<file path="src/rtl/axil_buffet_fill_engine.sv">
// axil_buffet_fill_engine: strided AXI4-Lite read-fill engine feeding the buffet push port.
module axil_buffet_fill_engine #(
  parameter int ADDR_WIDTH      = 32,
  parameter int DATA_WIDTH      = 32,
  parameter int LEN_WIDTH       = 8,
  parameter int MAX_OUTSTANDING = 4,
  parameter int FIFO_DEPTH      = 8
) (
  input  logic                  AXI_ACLK,
  input  logic                  AXI_ARESETN,
  input  logic                  start,
  input  logic [ADDR_WIDTH-1:0] base_addr,
  input  logic [ADDR_WIDTH-1:0] stride,
  input  logic [LEN_WIDTH-1:0]  len,
  output logic                  busy,
  output logic                  done,
  output logic                  error,
  output logic [ADDR_WIDTH-1:0] M_AXI_ARADDR,
  output logic [2:0]            M_AXI_ARPROT,
  output logic                  M_AXI_ARVALID,
  input  logic                  M_AXI_ARREADY,
  input  logic [DATA_WIDTH-1:0] M_AXI_RDATA,
  input  logic [1:0]            M_AXI_RRESP,
  input  logic                  M_AXI_RVALID,
  output logic                  M_AXI_RREADY,
  output logic [DATA_WIDTH-1:0] push_data,
  output logic                  push_data_valid,
  input  logic                  push_data_ready
);
  localparam int OW = $clog2(MAX_OUTSTANDING + 1);
  localparam int CW = $clog2(FIFO_DEPTH + 1);
  localparam int PW = FIFO_DEPTH > 1 ? $clog2(FIFO_DEPTH) : 1;
  typedef enum logic [1:0] {IDLE, RUN, DRAIN, FIN} state_t;
  state_t state;
  logic [ADDR_WIDTH-1:0] addr, step;
  logic [LEN_WIDTH-1:0] total, issued, pushed;
  logic [OW-1:0] outstanding;
  logic [CW-1:0] count;
  logic [PW-1:0] wr_ptr, rd_ptr;
  logic [DATA_WIDTH-1:0] mem [FIFO_DEPTH];
  logic [31:0] reserved;
  logic ar_fire, r_fire, p_fire;
  // Every AR in flight or beat parked in the FIFO holds a slot, so R is always acceptable.
  assign reserved = 32'(outstanding) + 32'(count);
  assign M_AXI_ARVALID = state == RUN && issued < total && 32'(outstanding) < 32'(MAX_OUTSTANDING)
                         && reserved < 32'(FIFO_DEPTH);
  assign M_AXI_ARADDR = addr;
  assign M_AXI_ARPROT = 3'b000;
  assign M_AXI_RREADY = busy;
  assign push_data_valid = count != '0;
  assign push_data = push_data_valid ? mem[rd_ptr] : '0;
  assign ar_fire = M_AXI_ARVALID && M_AXI_ARREADY;
  assign r_fire = M_AXI_RVALID && busy && outstanding != '0;
  assign p_fire = push_data_valid && push_data_ready;
  always_ff @(posedge AXI_ACLK)
    if (r_fire) mem[wr_ptr] <= M_AXI_RDATA;
  always_ff @(posedge AXI_ACLK or negedge AXI_ARESETN)
    if (!AXI_ARESETN) begin
      state <= IDLE;
      busy <= 1'b0;
      done <= 1'b0;
      error <= 1'b0;
      addr <= '0;
      step <= '0;
      total <= '0;
      issued <= '0;
      pushed <= '0;
      outstanding <= '0;
      count <= '0;
      wr_ptr <= '0;
      rd_ptr <= '0;
    end else begin
      done <= state == FIN;
      if (ar_fire) begin
        addr <= addr + step;
        issued <= issued + 1'b1;
      end
      if (p_fire) pushed <= pushed + 1'b1;
      if (ar_fire != r_fire) outstanding <= ar_fire ? outstanding + 1'b1 : outstanding - 1'b1;
      if (r_fire != p_fire) count <= r_fire ? count + 1'b1 : count - 1'b1;
      if (r_fire) wr_ptr <= wr_ptr == PW'(FIFO_DEPTH - 1) ? '0 : wr_ptr + 1'b1;
      if (p_fire) rd_ptr <= rd_ptr == PW'(FIFO_DEPTH - 1) ? '0 : rd_ptr + 1'b1;
      if (r_fire && M_AXI_RRESP != 2'b00) error <= 1'b1;
      case (state)
        IDLE: if (start) begin
          addr <= base_addr;
          step <= stride;
          total <= len;
          issued <= '0;
          pushed <= '0;
          error <= 1'b0;
          busy <= len != '0;
          state <= len == '0 ? FIN : RUN;
        end
        RUN: if (ar_fire && issued + 1'b1 == total) state <= DRAIN;
        DRAIN: if (p_fire && pushed + 1'b1 == total) begin
          state <= FIN;
          busy <= 1'b0;
        end
        FIN: state <= IDLE;
      endcase
    end
endmodule

</file>
<file path="config.mk">
export PLATFORM = sky130hd
export DESIGN_NAME = axil_buffet_fill_engine
export DESIGN_NICKNAME = d
export VERILOG_FILES = /design/src/rtl/axil_buffet_fill_engine.sv
export SDC_FILE = /design/constraint.sdc
export NUM_CORES = 1
export LEC_CHECK = 0
export ABC_AREA = 1
export CORE_MARGIN = 8
export CORE_UTILIZATION = 45
export DETAILED_ROUTE_END_ITERATION = 7
export PLACE_DENSITY = 0.66
export SLEW_MARGIN = 40
export SYNTH_ARGS = -nofsm -noshare
export SYNTH_HDL_FRONTEND = slang
export SYNTH_SLANG_ARGS = --single-unit
</file>
<file path="constraint.sdc">
create_clock -name AXI_ACLK -period 3.8 [get_ports AXI_ACLK]
set_input_delay 0.95 -clock AXI_ACLK [delete_from_list [all_inputs] [get_ports AXI_ACLK]]
set_output_delay 0.95 -clock AXI_ACLK [all_outputs]
set_load 0.1 [all_outputs]
</file>
==> flow_summary_export.csv, run 1 <==
group,metric,value,unit
synth,yosysTopAreaCell,"edfxtp_1",
final_layout,final_common_cell,"nand2_1",
setup_path,crit_type,"register to output pin",
final_layout,final_layout_size_suffix_gt1_share,9.47,%
setup_path,critPathMaxStageDelay,0.50,ns
hold_path,min_path_type,"primary input to asynchronous set/reset pin",
die,fp.dieArea,45300,um2
clock_network,cts.sinks,362,
drt,routed_wl,45.7,mm
synth,synth_cell_types,41,
die,core,38500,um2
final_layout,n_fill_cell,3356,
status,run_status,"complete, no violations",
drt,first_pass_iters,5,
die,floorplan.rows,72,
global_route,grt_pass1_vias,13500,
timing,tightest_slew,0.816,ns
synth,synth_edf_count,256,
global_route,antenna_found_initial,1,
synth,netlist_instances,1856,
synth,syn_avg_cell_area,9.40,um2
timing,slew_headroom,45.6,%
timing,layout_setup_ws,0.144,ns
clock_network,htreeDepth,2,
drt,drtIter0Drc,910,
timing,final.period_utilization,96.2,%
synth,synth.cell_area,17400,um2
timing,layout_min_cycle_time,3.66,ns
placed_design,place_ws,0.665,ns
die,die_h,213,um
drt,via_count,13500,
synth,ys_warn_count,0,
final_layout,multi_input_area,6370,um2
die,io_pins,185,
drt,wl_per_cell,17.8,um
die,start_util,45.3,%
job,max_cap_viol_count,0,
timing,whs,0.354,ns
die,die_w,213,um
global_route,grt_pass1_wl,72.6,mm
synth,synthFlopType,"edfxtp_1",
timing,fin_worst_skew,0.0143,ns
placed_design,port_buffers,181,
placed_design,place_congestion,0.933,
setup_path,cp-start-kind,"register",
drt,drcViolationCount,0,
clock_network,numCtsBuffers,39,
setup_path,rrSetupSlack,1.15,ns
global_route,grt_remaining_overflow,0,
setup_path,crit_required,2.85,ns
final_layout,mostFrequentLayoutCells,"nand2_1 (365), nor2_1 (287), edfxtp_1 (256), o21ai_0 (230), inv_1 (147)",
timing,rsz0062_at_grt,"no",
final_layout,fin_util,55.7,%
setup_path,slowest_stage,"dfrtp_4",
clock_network,postCtsSetupRepairBufs,0,
clock_network,insertion_delay,0.57,ns
timing,hold_viol,0,
placed_design,hpwl,30.0,mm
final_layout,syn2layout_area_growth,22.9,%
final_layout,nNetsFinal,2190,
clock_network,cts_buffer_depth,3,
setup_path,path_max_fanout,60,
final_layout,seqCellArea,10300,um2
drt,viasPerCell,5.27,
timing,fmax,0.274,GHz
clock_network,cts_tree,"yes",
setup_path,end_kind,"output pin",
synth,yosysSeqAreaShare,59.3,%
synth,ys_ff_latch,362,
clock_network,root_buffer,"clkbuf_16",
final_layout,diodes,0,
clock_network,path_clk_slew,0.05,ns
synth,synthArstFlopShare,29.3,%
global_route,grt_util_all_layers,20.2,%
timing,slew_viol_final,0,
global_route,grt_max_degree,130,
drt,final_antenna_net_count,0,
setup_path,crit_chain,"clkinv_2 -> buf_12 -> o21ai_0 -> o22ai_1 -> o21ai_0 -> a31oi_1 -> buf_12",
synth,yosysTopAreaCellShare,44.1,%
timing,setup_viol,0,
setup_path,arrival,2.71,ns
synth,synth.area.top_cells,"edfxtp_1 (44%), dfrtp_1 (15%), nand2_1 (7.9%)",
-- routing by layer --
metal	share of wire, %	up-vias	track usage, %
met2	49	346	34.2
met5	0.028	-	0
met4	2.3	2	6.57
met3	5.9	69	3.80
met1	43	6465	25.9
li1	-	6641	-
-- cells by family after synthesis --
group	after synthesis	synth area share (%)
compound gates	396	12.0
xor+xnor	19	0.954
fa+ha+maj	56	4.15
buf+inv	233	5.19
flops	362	59.3
mux	5	0.294
other cells	1	0.0215
simple gates	784	18.1
-- synth_stat cells, types with 6 or more instances --
cell type	count
nand3_1	84
o22ai_1	35
clkbuf_1	61
inv_1	150
buf_2	10
a31oi_1	32
a21oi_1	88
nor3_1	6
ha_1	53
or2_2	7
dfrtp_1	106
o21ai_0	230
nor2_1	295
edfxtp_1	256
nand2_1	366
xor2_1	9
nand4_1	12
xnor2_1	10
-- final cells by class --
class / instances / area share [%]
Tap cell: 518 / 3.02
Multi-Input combinational cell: 1263 / 29.7
Timing Repair Buffer: 204 / 10.7
Sequential cell: 362 / 48.3
Clock buffer: 45 / 4.71
Inverter: 152 / 2.67
Clock inverter: 22 / 0.917
-- worst max-delay path: cells and delay by family, from the launching register on --
family | cells | cell delay (ns)
buffers and inverters | 3 | 0.87
AOI/OAI and AO/OA | 4 | 0.77
DFF | 1 | 0.50
-- metrics by stage --
step	setup TNS, ns	instances	area [um2]
after floorplan	-0.0270	1858	17600
after global placement	0	2499	20400
after detailed placement	0	2499	20200
after CTS	0	2566	21400
after global routing	0	2566	21400
final	0	2566	21400
-- worst paths after layout --
check                      cells after the start            from          endpoint
min reg2reg                                    1  outstanding[0]    outstanding[0]
max reg2reg                                    7        count[0]          count[0]
max in group asynchronous                      2     AXI_ARESETN  M_AXI_ARADDR[16]
max                                            7       rd_ptr[0]      push_data[2]
min in group AXI_ACLK                          1  outstanding[0]    outstanding[0]
min                                            1     AXI_ARESETN          total[3]
-- flip-flops by register name, summed over array words and instances, names as in the netlist --
signal and cells:
state 2, mem 256, M_AXI_ARADDR 32, done 1, count 4, total 8
wr_ptr 3, issued 8, outstanding 3, M_AXI_RREADY 1, step 32, error 1
pushed 8, rd_ptr 3
-- repair_timing --
action	4_1_cts	5_1_grt
gates resized for setup	0	1
setup endpoints to repair	0	6
hold buffers	0	0
Power of run 1 is not shown: default switching activity piles up to over one toggle a cycle in this logic, so the estimate is an artifact.
==> run 2: changes to the inputs <==
--- a/config.mk
+++ b/config.mk
@@ -9,6 +9,7 @@
 export CORE_MARGIN = 8
 export CORE_UTILIZATION = 45
 export DETAILED_ROUTE_END_ITERATION = 7
+export GPL_ROUTABILITY_DRIVEN = 0
 export PLACE_DENSITY = 0.66
 export SLEW_MARGIN = 40
 export SYNTH_ARGS = -nofsm -noshare
==> run 2 against run 1 <==
Net effect: design area increased by 0.20%; critical endpoint is now push_data[18]; global-route usage decreased by 0.46 points; utilization increased by 0.11 points; non-clock buffer count increased by 5; via count increased by 1.3%; register-to-register slack improved by 0.24 ns.
==> flow_summary_export.csv, run 2 (synthesis gave the netlist of run 1 again) <==
group,metric,value,unit
die,floorplan.rows,72,
placed_design,port_buffers,181,
global_route,grt_max_degree,98,
timing,layout_setup_ws,0.150,ns
global_route,grt_remaining_overflow,0,
setup_path,r2r-start,"total[3]",
placed_design,place_ws,0.552,ns
die,io_pins,185,
timing,slew_headroom,60.0,%
final_layout,final_layout_size_suffix_gt1_share,9.49,%
final_layout,diodes,0,
final_layout,syn2layout_area_growth,23.1,%
die,die_h,213,um
setup_path,cp-start-kind,"register",
drt,via_count,13700,
drt,final_antenna_net_count,0,
timing,layout_min_cycle_time,3.65,ns
global_route,antenna_found_initial,1,
clock_network,htreeDepth,2,
drt,wl_per_cell,17.6,um
drt,routed_wl,45.3,mm
final_layout,largest_reg_flops,256,
setup_path,crit_required,2.85,ns
final_layout,fin_cells,2572,
global_route,grt_util_all_layers,19.7,%
clock_network,insertion_delay,0.56,ns
timing,fmax,0.274,GHz
setup_path,end_kind,"output pin",
drt,drcViolationCount,0,
final_layout,final_common_cell,"nand2_1",
setup_path,crit_type,"register to output pin",
final_layout,mostFrequentLayoutCells,"nand2_1 (365), nor2_1 (287), edfxtp_1 (256), o21ai_0 (230), inv_1 (147)",
drt,viasPerCell,5.33,
drt,drtIter0Drc,965,
placed_design,dp.cells,2504,
clock_network,cts.sinks,362,
clock_network,cts_buffer_depth,3,
clock_network,postCtsSetupRepairBufs,0,
clock_network,root_buffer,"clkbuf_16",
drt,first_pass_iters,5,
die,die_w,213,um
clock_network,numCtsBuffers,40,
clock_network,path_clk_slew,0.06,ns
die,fp.dieArea,45300,um2
setup_path,rrSetupSlack,1.39,ns
final_layout,nNetsFinal,2196,
clock_network,ctsHoldBuffers,0,
timing,setup_viol,0,
die,start_util,45.3,%
job,max_cap_viol_count,0,
timing,final.period_utilization,96.0,%
placed_design,hpwl,29.7,mm
setup_path,path_max_fanout,50,
hold_path,min_path_type,"primary input to asynchronous set/reset pin",
global_route,grt_pass1_vias,13400,
timing,fin_worst_skew,0.0215,ns
clock_network,cts_tree,"yes",
timing,rsz0062_at_grt,"no",
final_layout,largest-register,"mem",
global_route,grt_pass1_wl,71.7,mm
timing,tightest_slew,0.600,ns
timing,hold_viol,0,
setup_path,worstSetupStartpoint,"rd_ptr[0]",
die,core,38500,um2
setup_path,arrival,2.70,ns
timing,slew_viol_final,0,
status,run_status,"complete, no violations",
timing,whs,0.388,ns
final_layout,fin_util,55.8,%
run 2: worst paths after layout:
check | to | depth (start not counted)
max in group asynchronous | step[23] | 2
min in group AXI_ACLK | outstanding[0] | 1
min | issued[1] | 1
min reg2reg | outstanding[0] | 1
max reg2reg | M_AXI_ARADDR[6] | 14
max | push_data[18] | 7
run 2: final cells by class:
class	instances	area, um2
fillers	3396	17000
flip-flops and latches	362	10300
multi-input cells	1263	6380
repair buffers	209	2330
clock buffers	55	1080
well taps	518	648
inverters	152	576
clock inverters	13	115
run 2: critical path, stage by stage, from the launching register on:
cell and delay (ns):
dfrtp_4 0.63, clkinv_4 0.26, buf_12 0.25, o21ai_0 0.10, o22ai_1 0.13, o21ai_0 0.09, a31oi_1 0.40, buf_12 0.24
run 2: per-stage QoR:
step                      TNS (ns)  cell area (um2)
final                            0            21500
after global routing             0            21500
after CTS                        0            21500
after detailed placement         0            20300
after global placement           0            20400
after floorplan            -0.0270            17600
run 2: timing repair:
| action | CTS | global route |
|---|---|---|
| resized for setup | 2 | 5 |
| gates cloned | 0 | 0 |
| setup endpoints to repair | 5 | 10 |
run 2: layer usage:
layer / routed length, um / track usage, % / up-vias / part of all wire [%]
li1: - / - / 6656 / -
met1: 19800 / 25.6 / 6551 / 44
met2: 21800 / 33.4 / 392 / 48
met3: 2470 / 3.38 / 97 / 5.4
met4: 1190 / 6.21 / 2 / 2.6
met5: 13 / 0 / - / 0.029
Power of run 2 is left out for the same reason.
